==> src/rtl/fetch_stage_if.sv <==
// Instruction-memory request/response bus between the fetch stage and imem.
// Imem_ready qualifies Imem_data for the Imem_addr presented in the same cycle.
interface fetch_stage_if;
    logic        Imem_req;
    logic [31:0] Imem_addr;
    logic        Imem_ready;
    logic [31:0] Imem_data;

    modport master (output Imem_req, output Imem_addr, input Imem_ready, input Imem_data);
    modport slave  (input Imem_req, input Imem_addr, output Imem_ready, output Imem_data);
endinterface

==> src/rtl/fetch_stage.sv <==
// MIPS IF stage: PC, next-PC select, imem handshake with one-entry hold buffer, IF/ID register.
// Optional saturating perf counters are enabled by defining FETCH_PERF_CNT_EN.
module fetch_stage #(
    parameter logic [31:0] RESET_PC  = 32'h0040_0000,
    parameter logic [31:0] NOP_INSTR = 32'h0000_0000
) (
    input  logic        clk,
    input  logic        reset,
    input  logic        EX_Stall,
    input  logic        IF_ID_Flush,
    input  logic        BranchOrnot,
    input  logic [31:0] Branch_target,
    input  logic        IsJump,
    input  logic [31:0] Jump_target,
    fetch_stage_if.master imem,
    output logic [31:0] PC,
    output logic [31:0] IF_ID_PC_plus4,
    output logic [31:0] IF_ID_Instruction,
    output logic        IF_ID_Valid,
    output logic [31:0] Stall_cycles,
    output logic [31:0] Flush_count,
    output logic [31:0] Imem_wait_cycles,
    output logic        fsm_state
);

    typedef enum logic {FETCH = 1'b0, HOLD = 1'b1} state_t;

    state_t      state;
    logic [31:0] buf_pc_plus4;
    logic [31:0] buf_instr;

    logic        redirect_r;
    logic        stall_s;
    logic        jump_j;
    logic        redirect;
    logic        flush_ack;
    logic        kill;
    logic [31:0] target;
    logic [31:0] pc_plus4;

    // Branch in EX outranks the stall; a stalled jump waits and re-presents later.
    assign redirect_r = BranchOrnot;
    assign stall_s    = EX_Stall & ~BranchOrnot;
    assign jump_j     = IsJump & ~stall_s;
    assign redirect   = redirect_r | jump_j;
    assign flush_ack  = IF_ID_Flush & redirect;
    assign kill       = redirect | flush_ack;
    assign target     = redirect_r ? Branch_target : Jump_target;
    assign pc_plus4   = PC + 32'd4;

    assign imem.Imem_req  = (state == FETCH);
    assign imem.Imem_addr = PC;
    assign fsm_state      = state;

    always_ff @(posedge clk) begin
        if (reset) begin
            state             <= FETCH;
            PC                <= RESET_PC;
            IF_ID_Instruction <= NOP_INSTR;
            IF_ID_PC_plus4    <= 32'd0;
            IF_ID_Valid       <= 1'b0;
            buf_pc_plus4      <= 32'd0;
            buf_instr         <= NOP_INSTR;
        end else begin
            unique case (state)
                FETCH: begin
                    if (kill) begin
                        PC                <= target;
                        IF_ID_Instruction <= NOP_INSTR;
                        IF_ID_Valid       <= 1'b0;
                    end else if (stall_s) begin
                        // IF/ID frozen; park an arriving word so the request is not lost.
                        if (imem.Imem_ready) begin
                            buf_pc_plus4 <= pc_plus4;
                            buf_instr    <= imem.Imem_data;
                            state        <= HOLD;
                        end
                    end else if (imem.Imem_ready) begin
                        IF_ID_Instruction <= imem.Imem_data;
                        IF_ID_PC_plus4    <= pc_plus4;
                        IF_ID_Valid       <= 1'b1;
                        PC                <= pc_plus4;
                    end else begin
                        IF_ID_Instruction <= NOP_INSTR;
                        IF_ID_Valid       <= 1'b0;
                    end
                end
                HOLD: begin
                    if (kill) begin
                        PC                <= target;
                        IF_ID_Instruction <= NOP_INSTR;
                        IF_ID_Valid       <= 1'b0;
                        state             <= FETCH;
                    end else if (!stall_s) begin
                        IF_ID_Instruction <= buf_instr;
                        IF_ID_PC_plus4    <= buf_pc_plus4;
                        IF_ID_Valid       <= 1'b1;
                        PC                <= pc_plus4;
                        state             <= FETCH;
                    end
                end
                default: state <= FETCH;
            endcase
        end
    end

`ifdef FETCH_PERF_CNT_EN
    logic [31:0] stall_cnt;
    logic [31:0] flush_cnt;
    logic [31:0] wait_cnt;

    always_ff @(posedge clk) begin
        if (reset) begin
            stall_cnt <= 32'd0;
            flush_cnt <= 32'd0;
            wait_cnt  <= 32'd0;
        end else begin
            if (stall_s && stall_cnt != 32'hFFFF_FFFF)
                stall_cnt <= stall_cnt + 32'd1;
            if (redirect && flush_cnt != 32'hFFFF_FFFF)
                flush_cnt <= flush_cnt + 32'd1;
            if (state == FETCH && !imem.Imem_ready && !redirect && wait_cnt != 32'hFFFF_FFFF)
                wait_cnt <= wait_cnt + 32'd1;
        end
    end

    assign Stall_cycles     = stall_cnt;
    assign Flush_count      = flush_cnt;
    assign Imem_wait_cycles = wait_cnt;
`else
    assign Stall_cycles     = 32'd0;
    assign Flush_count      = 32'd0;
    assign Imem_wait_cycles = 32'd0;
`endif

endmodule

==> src/flat_wrapper.sv <==
// flat-port wrapper written by rule: the top's interface ports become plain ports
module fetch_stage_flat 
#(
    parameter logic [31:0] RESET_PC  = 32'h0040_0000,
    parameter logic [31:0] NOP_INSTR = 32'h0000_0000
)
  (clk, reset, EX_Stall, IF_ID_Flush, BranchOrnot, Branch_target, IsJump, Jump_target, PC, IF_ID_PC_plus4, IF_ID_Instruction, IF_ID_Valid, Stall_cycles, Flush_count, Imem_wait_cycles, fsm_state, imem_Imem_req, imem_Imem_addr, imem_Imem_ready, imem_Imem_data);
  fetch_stage_if imem_i ();
  input  logic clk;
  input  logic reset;
  input  logic EX_Stall;
  input  logic IF_ID_Flush;
  input  logic BranchOrnot;
  input  logic [31:0] Branch_target;
  input  logic IsJump;
  input  logic [31:0] Jump_target;
  output logic [31:0] PC;
  output logic [31:0] IF_ID_PC_plus4;
  output logic [31:0] IF_ID_Instruction;
  output logic IF_ID_Valid;
  output logic [31:0] Stall_cycles;
  output logic [31:0] Flush_count;
  output logic [31:0] Imem_wait_cycles;
  output logic fsm_state;
  output wire logic [$bits(imem_i.Imem_req)-1:0] imem_Imem_req;
  output wire logic [$bits(imem_i.Imem_addr)-1:0] imem_Imem_addr;
  input wire logic [$bits(imem_i.Imem_ready)-1:0] imem_Imem_ready;
  input wire logic [$bits(imem_i.Imem_data)-1:0] imem_Imem_data;
  assign imem_Imem_req = imem_i.Imem_req;
  assign imem_Imem_addr = imem_i.Imem_addr;
  assign imem_i.Imem_ready = imem_Imem_ready;
  assign imem_i.Imem_data = imem_Imem_data;
  fetch_stage #(.RESET_PC(RESET_PC), .NOP_INSTR(NOP_INSTR)) u_core (.clk(clk), .reset(reset), .EX_Stall(EX_Stall), .IF_ID_Flush(IF_ID_Flush), .BranchOrnot(BranchOrnot), .Branch_target(Branch_target), .IsJump(IsJump), .Jump_target(Jump_target), .imem(imem_i), .PC(PC), .IF_ID_PC_plus4(IF_ID_PC_plus4), .IF_ID_Instruction(IF_ID_Instruction), .IF_ID_Valid(IF_ID_Valid), .Stall_cycles(Stall_cycles), .Flush_count(Flush_count), .Imem_wait_cycles(Imem_wait_cycles), .fsm_state(fsm_state));
endmodule
==> config.mk <==
export PLATFORM = sky130hd
export DESIGN_NAME = fetch_stage_flat
export DESIGN_NICKNAME = d
export VERILOG_FILES = /design/src/rtl/fetch_stage_if.sv /design/src/rtl/fetch_stage.sv /design/src/flat_wrapper.sv
export SDC_FILE = /design/constraint.sdc
export NUM_CORES = 1
export LEC_CHECK = 0
export BUFFER_PORTS_ARGS = -buffer_cell sky130_fd_sc_hd__buf_4
export CORE_MARGIN = 5
export CORE_UTILIZATION = 53
export DETAILED_ROUTE_END_ITERATION = 8
export GPL_ROUTABILITY_DRIVEN = 1
export GPL_TIMING_DRIVEN = 1
export PLACE_DENSITY = 0.95
export SLEW_MARGIN = 20
export SYNTH_ARGS = -nofsm -noshare
export SYNTH_HDL_FRONTEND = slang
export SYNTH_SLANG_ARGS = --single-unit
==> constraint.sdc <==
create_clock -name clk -period 3.7 [get_ports clk]
set_clock_uncertainty 0.05 [all_clocks]
set_input_delay 0.74 -clock clk [delete_from_list [all_inputs] [get_ports clk]]
set_output_delay 0.74 -clock clk [all_outputs]
set_load 0.005 [all_outputs]
# Yosys cells after proc, flatten, opt, wreduce, memory -nomap -nowiden
# Cells that the tools add are included.
# word_totals
regBits	162
input_bits	103
wordCells	57
# classes
n_addsub	1
eq_ne	8
mux	28
bitwise_logic	9
reduce_logical	4
# ops
op	count
two-way mux 32 bit	14
one-hot mux 32 bit (2 select lines)	3
adder 32 x 3 -> 32 bit (second input constant)	1
two-way mux 1 bit	9
inequality test 2 bit (second input constant)	4
inequality test 3 bit (second input constant)	2
AND reduction 5 bit	1
inverter 1 bit	4
one-hot mux 1 bit (2 select lines)	2
AND reduction 4 bit	1
AND 1 bit	3
inequality test 3 x 1 -> 1 bit (second input constant)	1
AND reduction 3 bit	1
inequality test 2 x 1 -> 1 bit (second input constant)	1
bitwise OR 1 bit	2
AND reduction 2 bit	1

# Longest topological paths before layout
# logic_depth
depth_word	9
ltp_mapped	7

# Least setup slack after synthesis
# No wires, ideal clock.
# synth_path
path_kind	input-to-reg
startpoint	input BranchOrnot
endpoint	register u_core.IF_ID_PC_plus4[10]
setup_ps	116
arrival_ps	2118
t_required_ps	3534
slack_ps	1416
cell_stages	6
n_path_buf	3
path_cell_list	buf_2 -> nor3_2 -> o21ai_1 -> clkbuf_1 -> buf_2 -> a31o_2
# synth_between
elab_chain_cells	9
word_cells_on_any_way	12
# synth_rtl
item	line	rtl
start, declared	flat_wrapper.sv:13	input logic BranchOrnot;
inverter 1 bit	fetch_stage.sv:43	assign stall_s = EX_Stall & ~BranchOrnot;
AND 1 bit	fetch_stage.sv:43	
inverter 1 bit	fetch_stage.sv:44	assign jump_j = IsJump & ~stall_s;
AND 1 bit	fetch_stage.sv:44	
bitwise OR 1 bit	fetch_stage.sv:45	assign redirect = redirect_r | jump_j;
AND 1 bit	fetch_stage.sv:46	assign flush_ack = IF_ID_Flush & redirect;
bitwise OR 1 bit	fetch_stage.sv:47	assign kill = redirect | flush_ack;
inequality test 2 bit (no source line)	--	
AND reduction 5 bit (no source line) (*)	--	
end signal, assigned	fetch_stage.sv:80	IF_ID_PC_plus4 <= pc_plus4;
end signal, assigned	fetch_stage.sv:96	IF_ID_PC_plus4 <= buf_pc_plus4;
end, declared	fetch_stage.sv:17	output logic [31:0] IF_ID_PC_plus4,
# Mark *: on every way between the ends. The rest lies on a longest branch, timed or not.
# A chain may end at the register's enable or synchronous reset.

# Worst setup path in the final report
# layout_path
startpoint	register u_core.PC[3]
endpoint	register u_core.PC[16]
# layout_between
elab_chain_cells	5
word_cells_on_any_way	7
# layout_rtl
item	line	rtl
start, declared	fetch_stage.sv:16	output logic [31:0] PC,
start signal, assigned	fetch_stage.sv:68	PC <= target;
start signal, assigned	fetch_stage.sv:82	PC <= pc_plus4;
start signal, assigned	fetch_stage.sv:90	PC <= target;
adder 32 x 3 -> 32 bit (*)	fetch_stage.sv:49	assign pc_plus4 = PC + 32'd4;
two-way mux 32 bit	fetch_stage.sv:78	end else if (imem.Imem_ready) begin
two-way mux 32 bit	fetch_stage.sv:71	end else if (stall_s) begin
two-way mux 32 bit	fetch_stage.sv:67	if (kill) begin
one-hot mux 32 bit (2 select lines) (*)	fetch_stage.sv:65	unique case (state)
# Mark *: on every way between the ends. The rest lies on a longest branch, timed or not. The select of a mux whose other input is x is not followed.

==> impl_summary.log <==
INFO  metric status = finished clean
INFO  metric grt_max_degree = 147
INFO  metric hold_ws = 0.4049 ns
INFO  metric clock_sink_count = 162
INFO  metric asyncSetResetFlopFracSynth = 0
INFO  metric clock_latency_late_sink = 0.43 ns
INFO  metric vias_in_the_first_global_route = 7,584
INFO  metric post_synth.cell_area_avg = 7.949 sq um
INFO  metric syn-cell-area = 8537 sq um
INFO  metric cts.hold.buffers_added = 0
INFO  metric drive_gt1_frac = 0.2502
INFO  metric synth_cell_types = 61
INFO  metric ctsLongestPathBuffers = 2
INFO  metric io_buffers = 232
INFO  metric worst_vdd_ir = 0.3590 mV
INFO  metric required = 3.93 ns
INFO  metric routed_wire_length_per_instance = 18.30 um
INFO  metric dr.pass1.iters = 6
INFO  metric most_common_cell_after_layout_fill_and_taps_aside = buf_4
INFO  metric setup_viol_count_final = 0
INFO  metric signed_area_change_from_the_synthesized_netlist_to_the_final_layout = 21.22%
INFO  metric routed_via_density = 5.708
INFO  metric final_core_utilization = 0.6538
INFO  metric fin_crit = 2.671 ns
INFO  metric floorplan.die_area = 18,750 sq um
INFO  metric finalCritPeriodShare = 0.7219
INFO  metric nFillCells = 1,286
INFO  metric globalRouteTotalUtil = 0.2676
INFO  metric synth-edff-count = 0
INFO  metric ys_seq_elements = 162
INFO  metric cts_tree = built
INFO  metric worst_setup_path_end_kind = register
INFO  metric detailedRoute.firstIterationViolations = 869
INFO  metric synth_top_cells_by_area = dfxtp_1 (38%), buf_4 (12%), nand2_1 (7.4%)
INFO  metric fmax = 374.4 MHz
INFO  metric synth_area_leader_cell = dfxtp_1
INFO  metric hold_viol = 0
INFO  metric post-cts-setup-buffer-count = 0
INFO  metric max_cap_viol_count = 0
INFO  metric grt_antenna_before_repair = 0
INFO  metric share_of_yosys_cell_area_claimed_by_the_top_area_cell_type = 0.3799
INFO  metric cts_repair_resize_count = 0
INFO  metric max_slew.worst_pin.slew = 0.9663 ns
INFO  metric critPathArrivalTime = 2.90 ns
INFO  metric drcViolationCount = 0
INFO  metric dieWidth = 136.9 um
INFO  metric yosys_warnings = 0
INFO  metric gp_congestion = 0.9291
INFO  metric max-slew-margin-rel = 0.3550
INFO  metric core_area = 15,830 sq um
INFO  metric num_antenna_cells = 0
INFO  metric hold_path.class = reg2reg
INFO  metric maxSlewViolCount = 0
INFO  metric worstHoldPathCells = 2
INFO  metric synth_flop_cell = dfxtp_1
INFO  metric cts_buffers = 17
INFO  metric synthCells = 1,074
INFO  metric final.setup.tns = 0 ns
INFO  metric num_vias = 8,283
INFO  metric routed_wl = 26,550 um
INFO  metric criticalPathCategory = reg2reg
INFO  metric unrepaired_setup_endpoints_after_global_routing = false
INFO  metric leading_cell_types_in_the_layout_fill_and_taps_excluded = buf_4 (242), nand2_1 (169), dfxtp_1 (161)
INFO  metric rows = 46
INFO  metric synth_seq_area_share = 0.3799
INFO  metric gr-total-overflow = 0
INFO  metric postRouteAntennaNets = 0
INFO  metric h_tree_lvls = 4
INFO  metric grt_first_pass_wirelength = 39,560 um
INFO  metric p_leak = 0.004340 uW
INFO  metric crit_fanout = 7
INFO  metric die_height = 136.9 um
INFO  metric clock-root-buffer = clkbuf_16
INFO  metric path_clk_slew = 0.06 ns
INFO  metric crit_path_start_kind = register
INFO  metric number_of_top_level_pins = 330
INFO  metric hpwlAfterDp = 18,250 um
INFO  metric worst_r2r_path_depth = 6
INFO  metric final_net_count = 1,326
INFO  metric cellPowerDensity = 416.8 nW/um^2
INFO  metric starting_density_of_the_core = 0.5394
## power breakdown
| group | switching [uW] | internal [uW] | total, uW |
|---|---|---|---|
| registers | 88.9 | 1810 | 1900 |
| clock network | 738 | 1120 | 1860 |
| logic | 301 | 255 | 556 |
## worst max-delay path: stages, from the launching register on
cell and delay, ns:
dfxtp_1 0.45, ha_1 0.32, nand4_1 0.22, nor4_1 0.78, xor2_1 0.26, a222oi_1 0.38
nor2_1 0.07
## area by class of cell
| cell class | instances | area (sq um) | share of cell area |
|---|---|---|---|
| repair buffers | 244 | 1857 | 0.1794 |
| clock buffers | 21 | 470.5 | 0.04546 |
| clock inverters | 11 | 151.4 | 0.01463 |
| inverters | 7 | 26.28 | 0.002539 |
| flip-flops and latches | 162 | 3247 | 0.3137 |
| well taps | 216 | 270.3 | 0.02612 |
| multi-input cells | 790 | 4327 | 0.4181 |
## cells in the mapped netlist (all sizes together), types with 2 or more instances
| master | count |
|---|---|
| mux2i | 25 |
| o22ai | 17 |
| or4 | 6 |
| a21oi | 91 |
| or2 | 2 |
| o211ai | 12 |
| a31o | 2 |
| and3 | 12 |
| nand2b | 7 |
| buf | 161 |
| a22oi | 33 |
| a222oi | 7 |
| nand4 | 14 |
| and4 | 3 |
| nor4 | 7 |
| o32a | 2 |
| or3 | 3 |
| xor2 | 12 |
| o21ai | 65 |
| nand3 | 20 |
| a31oi | 10 |
| nor3 | 21 |
| mux2 | 10 |
| dfxtp | 162 |
| o31a | 3 |
| nand2 | 169 |
| clkbuf | 49 |
| nor2 | 95 |
| o21a | 3 |
| inv | 7 |
| a211oi | 14 |
| xnor2 | 12 |
| a311oi | 2 |
## state kept, by name, indices dropped and copies added (netlist names)
signal	count
u_core.IF_ID_Valid	1
u_core.IF_ID_Instruction	32
u_core.PC	32
u_core.fsm_state	1
u_core.IF_ID_PC_plus4	32
u_core.buf_pc_plus4	32
u_core.buf_instr	32
## path summary, 6_finish.rpt
| check | slack [ns] | to | start |
|---|---|---|---|
| hold / removal | 0.40 | u_core.buf_pc_plus4[3]$_SDFFE_PP0P_ | u_core.buf_pc_plus4[3]$_SDFFE_PP0P_ |
| setup reg to reg | 1.03 | u_core.PC[16]$_SDFFE_PP0P_ | u_core.PC[3]$_SDFFE_PP0P_ |
| hold reg to reg | 0.40 | u_core.buf_pc_plus4[3]$_SDFFE_PP0P_ | u_core.buf_pc_plus4[3]$_SDFFE_PP0P_ |
| setup / recovery | 1.03 | u_core.PC[16]$_SDFFE_PP0P_ | u_core.PC[3]$_SDFFE_PP0P_ |
## stage by stage
step                power [uW]  cells  cell area, sq um  setup WS [ns]
floorplan                 2309   1169              8894          1.416
global placement          2461   1419              9727         0.9941
detailed placement        2478   1419              9727          1.016
CTS                       4319   1451             10350          1.017
global route              4464   1451             10350         0.8868
finish                    4314   1451             10350          1.029
## per-layer routing
layer,track usage,share of wire
met1,0.3136,0.37
met5,0,0
met3,0.08125,0.11
met2,0.4472,0.48
met4,0.1275,0.041
## logic make-up (layout without fill, tap and decap cells)
family | after synthesis | count (layout) | share of synthesized area
AND/OR/NAND/NOR | 362 | 362 | 0.1980
AO/OA/AOI/OAI | 272 | 272 | 0.1949
buffers and inverters | 217 | 283 | 0.1581
flip-flops | 162 | 162 | 0.3799
multiplexers | 35 | 35 | 0.04250
XOR/XNOR | 24 | 24 | 0.02462
adder cells (fa/ha/maj) | 1 | 1 | 0.001465
other | 1 | 96 | 0.0004393
(Power assumes the default switching activity.)
